`config.mk`:
```
export PLATFORM = sky130hd
export DESIGN_NAME = bitstream_decode_flat
export DESIGN_NICKNAME = d
export VERILOG_FILES = /design/src/rtl/bitstream_decode_if.sv /design/src/rtl/bitstream_decode.sv /design/src/flat_wrapper.sv
export SDC_FILE = /design/constraint.sdc
export NUM_CORES = 1
export LEC_CHECK = 0
export CAP_MARGIN = 40
export CORE_MARGIN = 2
export CORE_UTILIZATION = 42
export CTS_CLUSTER_SIZE = 16
export DETAILED_ROUTE_END_ITERATION = 7
export GPL_TIMING_DRIVEN = 0
export PLACE_DENSITY = 0.68
export SLEW_MARGIN = 20
export SYNTH_ARGS = -nofsm -noshare
export SYNTH_HDL_FRONTEND = slang
export SYNTH_SLANG_ARGS = --single-unit
```
`constraint.sdc`:
```
create_clock -name clk -period 4 [get_ports clk]
set_clock_uncertainty 0.05 [all_clocks]
set_input_delay 0.4 -clock clk [delete_from_list [all_inputs] [get_ports clk]]
set_output_delay 0.4 -clock clk [all_outputs]
set_load 0.01 [all_outputs]
```
`src/rtl/bitstream_decode_if.sv`:
```
// Handshake and result bus between the stochastic-stream source, the decoder and the sample consumer.
interface bitstream_decode_if #(
  parameter int BITSTREAM = 64,
  parameter int QUANT     = 8
);
  localparam int CW = $clog2(BITSTREAM) + 1;

  logic             in_valid;
  logic             in_ready;
  logic             bit_in;
  logic             out_valid;
  logic             out_ready;
  logic [QUANT-1:0] data;
  logic [CW-1:0]    ones;

  modport master (
    output in_valid, bit_in, out_ready,
    input  in_ready, out_valid, data, ones
  );

  modport slave (
    input  in_valid, bit_in, out_ready,
    output in_ready, out_valid, data, ones
  );
endinterface

```
`src/rtl/bitstream_decode.sv`:
```
// Stochastic-bitstream decoder: counts ones over a BITSTREAM-bit frame and maps the count to a signed sample.
// Optional build macro BITSTREAM_DECODE_SAT_EN clamps the sample to [1-H, H-1] instead of wrapping.
//
// state | meaning
// ACC   | accepting frame bits, in_ready=1
// DONE  | decoded sample presented, waiting for out_ready
module bitstream_decode #(
  parameter int BITSTREAM = 64,
  parameter int QUANT     = 8
) (
  input  logic               clk,
  input  logic               rst,
  bitstream_decode_if.slave  bus
);
  localparam int L = $clog2(BITSTREAM);
  localparam int S = QUANT - L;
  localparam int H = 2 ** (QUANT - 1);
  localparam logic [L-1:0] LAST_IDX = L'(BITSTREAM - 1);

  typedef enum logic {ACC = 1'b0, DONE = 1'b1} state_t;

  state_t           state_q, state_d;
  logic [L-1:0]     idx_q, idx_d;
  logic [L-1:0]     acc_q, acc_d;
  logic [L:0]       ones_q, ones_d;
  logic [QUANT-1:0] data_q, data_d;
  logic [L:0]       c;
  logic [QUANT-1:0] sample;

  // Final count includes the bit being accepted this cycle.
  assign c = (L+1)'(acc_q) + (L+1)'(bus.bit_in);

`ifdef BITSTREAM_DECODE_SAT_EN
  localparam logic signed [QUANT+1:0] Q_MAX = (QUANT+2)'(H - 1);
  localparam logic signed [QUANT+1:0] Q_MIN = (QUANT+2)'(1 - H);

  logic [QUANT:0]          u;
  logic signed [QUANT+1:0] q;

  always_comb begin
    u = (QUANT+1)'(c) << S;
    q = $signed({1'b0, u}) - $signed((QUANT+2)'(H));
    if (q > Q_MAX) begin
      sample = Q_MAX[QUANT-1:0];
    end else if (q < Q_MIN) begin
      sample = Q_MIN[QUANT-1:0];
    end else begin
      sample = q[QUANT-1:0];
    end
  end
`else
  // Modulo 2**QUANT arithmetic gives the plain wrap directly.
  assign sample = (QUANT'(c) << S) - QUANT'(H);
`endif

  always_comb begin
    state_d = state_q;
    idx_d   = idx_q;
    acc_d   = acc_q;
    ones_d  = ones_q;
    data_d  = data_q;
    case (state_q)
      ACC: begin
        if (bus.in_valid) begin
          if (idx_q == LAST_IDX) begin
            ones_d  = c;
            data_d  = sample;
            idx_d   = '0;
            acc_d   = '0;
            state_d = DONE;
          end else begin
            idx_d = idx_q + L'(1);
            acc_d = acc_q + L'(bus.bit_in);
          end
        end
      end
      DONE: begin
        if (bus.out_ready) begin
          state_d = ACC;
        end
      end
      default: state_d = ACC;
    endcase
  end

  always_ff @(posedge clk) begin
    if (rst) begin
      state_q <= ACC;
      idx_q   <= '0;
      acc_q   <= '0;
      ones_q  <= '0;
      data_q  <= '0;
    end else begin
      state_q <= state_d;
      idx_q   <= idx_d;
      acc_q   <= acc_d;
      ones_q  <= ones_d;
      data_q  <= data_d;
    end
  end

  assign bus.in_ready  = (state_q == ACC);
  assign bus.out_valid = (state_q == DONE);
  assign bus.data      = data_q;
  assign bus.ones      = ones_q;
endmodule

```
`src/flat_wrapper.sv`:
```
// flat-port wrapper written by rule: the top's interface ports become plain ports
module bitstream_decode_flat 
#(
  parameter int BITSTREAM = 64,
  parameter int QUANT     = 8
)
  (clk, rst, bus_in_valid, bus_bit_in, bus_out_ready, bus_in_ready, bus_out_valid, bus_data, bus_ones);
  bitstream_decode_if #(.BITSTREAM(BITSTREAM), .QUANT(QUANT)) bus_i ();
  input  logic clk;
  input  logic rst;
  input wire logic [$bits(bus_i.in_valid)-1:0] bus_in_valid;
  input wire logic [$bits(bus_i.bit_in)-1:0] bus_bit_in;
  input wire logic [$bits(bus_i.out_ready)-1:0] bus_out_ready;
  output wire logic [$bits(bus_i.in_ready)-1:0] bus_in_ready;
  output wire logic [$bits(bus_i.out_valid)-1:0] bus_out_valid;
  output wire logic [$bits(bus_i.data)-1:0] bus_data;
  output wire logic [$bits(bus_i.ones)-1:0] bus_ones;
  assign bus_i.in_valid = bus_in_valid;
  assign bus_i.bit_in = bus_bit_in;
  assign bus_i.out_ready = bus_out_ready;
  assign bus_in_ready = bus_i.in_ready;
  assign bus_out_valid = bus_i.out_valid;
  assign bus_data = bus_i.data;
  assign bus_ones = bus_i.ones;
  bitstream_decode #(.BITSTREAM(BITSTREAM), .QUANT(QUANT)) u_core (.clk(clk), .rst(rst), .bus(bus_i));
endmodule
```
== After elaboration in Yosys (flattened, before gate mapping) ==
Index checks and enable logic that the tools add are counted.
Storage, ports and cells
  flip-flop bits (word level): 28
  logic and storage cells: 19
Operators by class
  bitwise gates (word level): 1
  eq/ne operators: 1
  add/subtract/negate cells: 4
  reductions and logical operators: 2
  multiplexer cells: 6
Operator list (count)
  2-to-1 mux 6 bit: 2
  subtractor 8 bit (second input constant): 1
  adder 6 x 1 -> 7 bit: 1
  adder 6 x 1 -> 6 bit: 1
  adder 6 x 1 -> 6 bit (second input constant): 1
  equality test 6 bit (second input constant): 1
  2-to-1 mux 1 bit: 3
  AND reduction 3 bit: 1
  case mux 1 bit (2 select lines): 1
  AND reduction 2 bit: 1
  NOT 1 bit: 1

== Depth between registers and ports, before layout ==
  word-level depth: 4
  gate-level depth with buffers: 6
  depth with buffers taken out: 6

== Worst setup path after synthesis ==
Ideal clock, no wire load.
  path type: in2reg
  from: input bus_bit_in
  to: register u_core.acc_q[4]
  path slack: 2458 ps
  stages: 6
  path buffers: 0
  data arrival time: 1365 ps
  cells stage by stage: ha_1 > ha_1 > and3_1 > xor2_1 > a22oi_1 > nor2_1
On the way
  word-level cells in the longest chain between the ends: 2
RTL lines
  start: declaration: line flat_wrapper.sv:12  | input wire logic [$bits(bus_i.bit_in)-1:0] bus_bit_in;
  adder 6 x 1 -> 6 bit: line bitstream_decode.sv:73  | acc_d = acc_q + L'(bus.bit_in);
  2-to-1 mux 6 bit: line bitstream_decode.sv:65  | if (idx_q == LAST_IDX) begin
  end signal: assignment: line bitstream_decode.sv:90  | acc_q <= '0;
  end signal: assignment: line bitstream_decode.sv:96  | acc_q <= acc_d;
  end: declaration: line bitstream_decode.sv:24  | logic [L-1:0] acc_q, acc_d;
Every way passes these cells.
A chain may end at the register's enable or synchronous reset.

== Worst setup path in the final report ==
  from: register u_core.ones_q[0], in the netlist u_core.bus.ones[0]
  to: output bus_ones[0]
RTL lines
  start: declaration: line bitstream_decode.sv:25  | logic [L:0] ones_q, ones_d;
  start signal: assignment: line bitstream_decode.sv:97  | ones_q <= ones_d;
  end: declaration: line flat_wrapper.sv:17  | output wire logic [$bits(bus_i.ones)-1:0] bus_ones;
No word-level cell between the ends.

==> results_dict.tcl <==
set metrics [dict create \
    ys_ff_latch 21 \
    gr-total-overflow 0 \
    min_path_cells 2 \
    critical_path_arrival_ps 1310 \
    layout_commonest_cell "dfxtp_1" \
    gp_congestion 0.714 \
    avgViaCountPerCell 5.17 \
    nNetsFinal 151 \
    drive_above_1_share_pct 9.86 \
    min_from "u_core.bus.ones[6]" \
    worst_pin_slew_ps 514 \
    hp-class "reg -> reg" \
    setup.worst_path.start_class "flop" \
    grt_pass1_wl_um 3370 \
    crit_fanout 3 \
    synth_edf_count 0 \
    min_period_ps 1760 \
    clock_latency_ps 310 \
    dr.pass1.iters 4 \
    hpwl_um 1460 \
    tns_ps 0 \
    cts-root-buf "clkbuf_4" \
    drv_cap 0 \
    cts_hold_buffers 0 \
    ctsResizeCount 0 \
    core_mm2 0.00221 \
    timing.critical_path.from "u_core.bus.ones[0]" \
    crit_path_end_kind "primary output" \
    worstReg2RegStart "u_core.idx_q[0]" \
    n_antenna_cell 0 \
    path_clk_slew_ps 120 \
    multi_input_area_um2 485 \
    powerDensity_mw_per_mm2 276 \
    start_util_pct 44.5 \
    status "finished clean" \
    fp.dieH_um 52.4 \
    peakVddDrop_mv 0.267 \
    antenna_found_initial 0 \
    slew_violations 0 \
    worstPathRequired_ps 3550 \
    grt_max_degree 13 \
    ys.flop_type "dfxtp_1" \
    yosys.area.top_type "dfxtp_1" \
    max_freq_mhz 568 \
    rsz0062_at_grt "no" \
    endpoint "bus_ones[0]" \
    worstRegToRegCells 5 \
    r2r_slack_ps 2370 \
    drtAntennaViolNets 0 \
    post_cts_buffers 0 \
    fillers 216 \
    worst-setup-path-type "reg -> out" \
    num_rows 17 \
    synth_top_cell_area_share_pct 42.7 \
    wirelength_um 1960 \
    synthCells 118 \
    grt_usage_pct 16.7 \
    dieArea_mm2 0.00275 \
    synth_cell_types 28 \
    wl_per_cell_um 11.5 \
    slew_headroom_pct 65.8 \
    io_pins 22 \
    netlist_area_um2 985 \
    drcViolationCount 0 \
    max-clock-path-buffers 2 \
    grt_pass1_vias 755 \
    ff_latch_area_um2 420 \
    final_cell_mix "dfxtp_1 (21), clkdlybuf4s50_1 (19), nand2_1 (15), nor2_1 (12), a21oi_1 (9)" \
    cts_buffers 3 \
    synth_area_per_cell_um2 8.34 \
    yosysSeqAreaShare_pct 42.7 \
    setup_violations 0 \
    netlist_top_cells_area "dfxtp_1 (43%), buf_4 (6.1%), nand2_1 (5.7%)" \
    report.final.hold_viol_count 0 \
    fp.dieW_um 52.4 \
    ys.warnings.count 0 \
    synthArstFlopShare_pct 0 \
    via_count 879 \
    drt_iter0_markers 14 \
    whs_ps 416 \
    r2r-end "u_core.bus.ones[3]" \
    fin_crit_sh_pct 44.0 \
    io_buffers 19 \
    cts.sinks 21 \
    power.leakage_uw 0.000457 \
    cts_tree "built" \
    area_delta_synth_final_pct 26.0 \
    htreeDepth 1 \
]
-- routing by layer --
layer | part of all wire, % | track usage, % | vias up | routed length [um]
li1 | - | - | 447 | -
met1 | 47 | 22.4 | 410 | 927
met2 | 46 | 25.0 | 18 | 905
met3 | 4.2 | 2.57 | 4 | 82
met4 | 2.1 | 9.83 | 0 | 42
met5 | 0 | 0 | - | 0
-- area by class of cell --
cell class | instances | area share, %
Timing Repair Buffer | 19 | 15.3
Clock buffer | 3 | 1.81
Buffer | 13 | 6.35
Clock inverter | 1 | 0.403
Inverter | 1 | 0.302
Multi-Input combinational cell | 84 | 39.1
Sequential cell | 21 | 33.9
Tap cell | 28 | 2.82
-- state kept, by name, indices dropped and copies added (netlist names) --
name	count
u_core.bus.out_valid	1
u_core.idx_q	6
u_core.bus.data	1
u_core.acc_q	6
u_core.bus.ones	7
-- Yosys cell counts, drive strengths merged, types with 3 or more instances --
library cell	count
ha	3
nand4	3
nor2	12
nand2	15
nand3	7
nor3	3
a21oi	9
dfxtp	21
xor2	4
buf	8
a31oi	3
nand3b	3
o21ai	3
clkbuf	5
-- power breakdown --
group          total, uW  switching [uW]  internal [uW]
Sequential           216            3.33            213
Clock                102            65.1           37.3
Combinational       24.2            12.9           11.3
-- cells by family after synthesis --
logic type,Yosys count,share of synthesized area [%]
muxes,1,1.02
DFF,21,42.7
and+or+nand+nor,53,26.8
AOI/OAI and AO/OA,19,11.6
adders and majority gates,3,3.81
xor gates and xnor gates,6,5.34
other,1,0.381
buffers and inverters,14,8.39
-- per-stage QoR --
step / cells / setup WS, ps / cell area [um^2] / util, % / power, uW
floorplan: 119 / 2460 / 988 / - / 236
global placement: 166 / 1940 / 1210 / 54.9 / 244
detailed placement: 166 / 1930 / 1210 / 54.9 / 245
CTS: 170 / 2220 / 1240 / 56.1 / 345
global route: 170 / 2160 / 1240 / 56.1 / 357
finish: 170 / 2240 / 1240 / 56.1 / 343
-- how the worst min path moves through the flow --
| stage | endpoint | slack [ps] |
|---|---|---|
| after floorplan | u_core.acc_q[0] | 390 |
| after global placement | u_core.bus.ones[6] | 390 |
| after detailed placement | u_core.bus.ones[6] | 400 |
| after CTS | u_core.bus.ones[6] | 410 |
| after global routing | u_core.bus.ones[1] | 450 |
| final | u_core.bus.ones[6] | 420 |
-- critical path, cell delays in order (launching register included) --
cell             delay [ps]
dfxtp_1                 370
buf_4                   110
clkdlybuf4s50_1         520
Note: power is estimated with default switching activity, not from simulation.
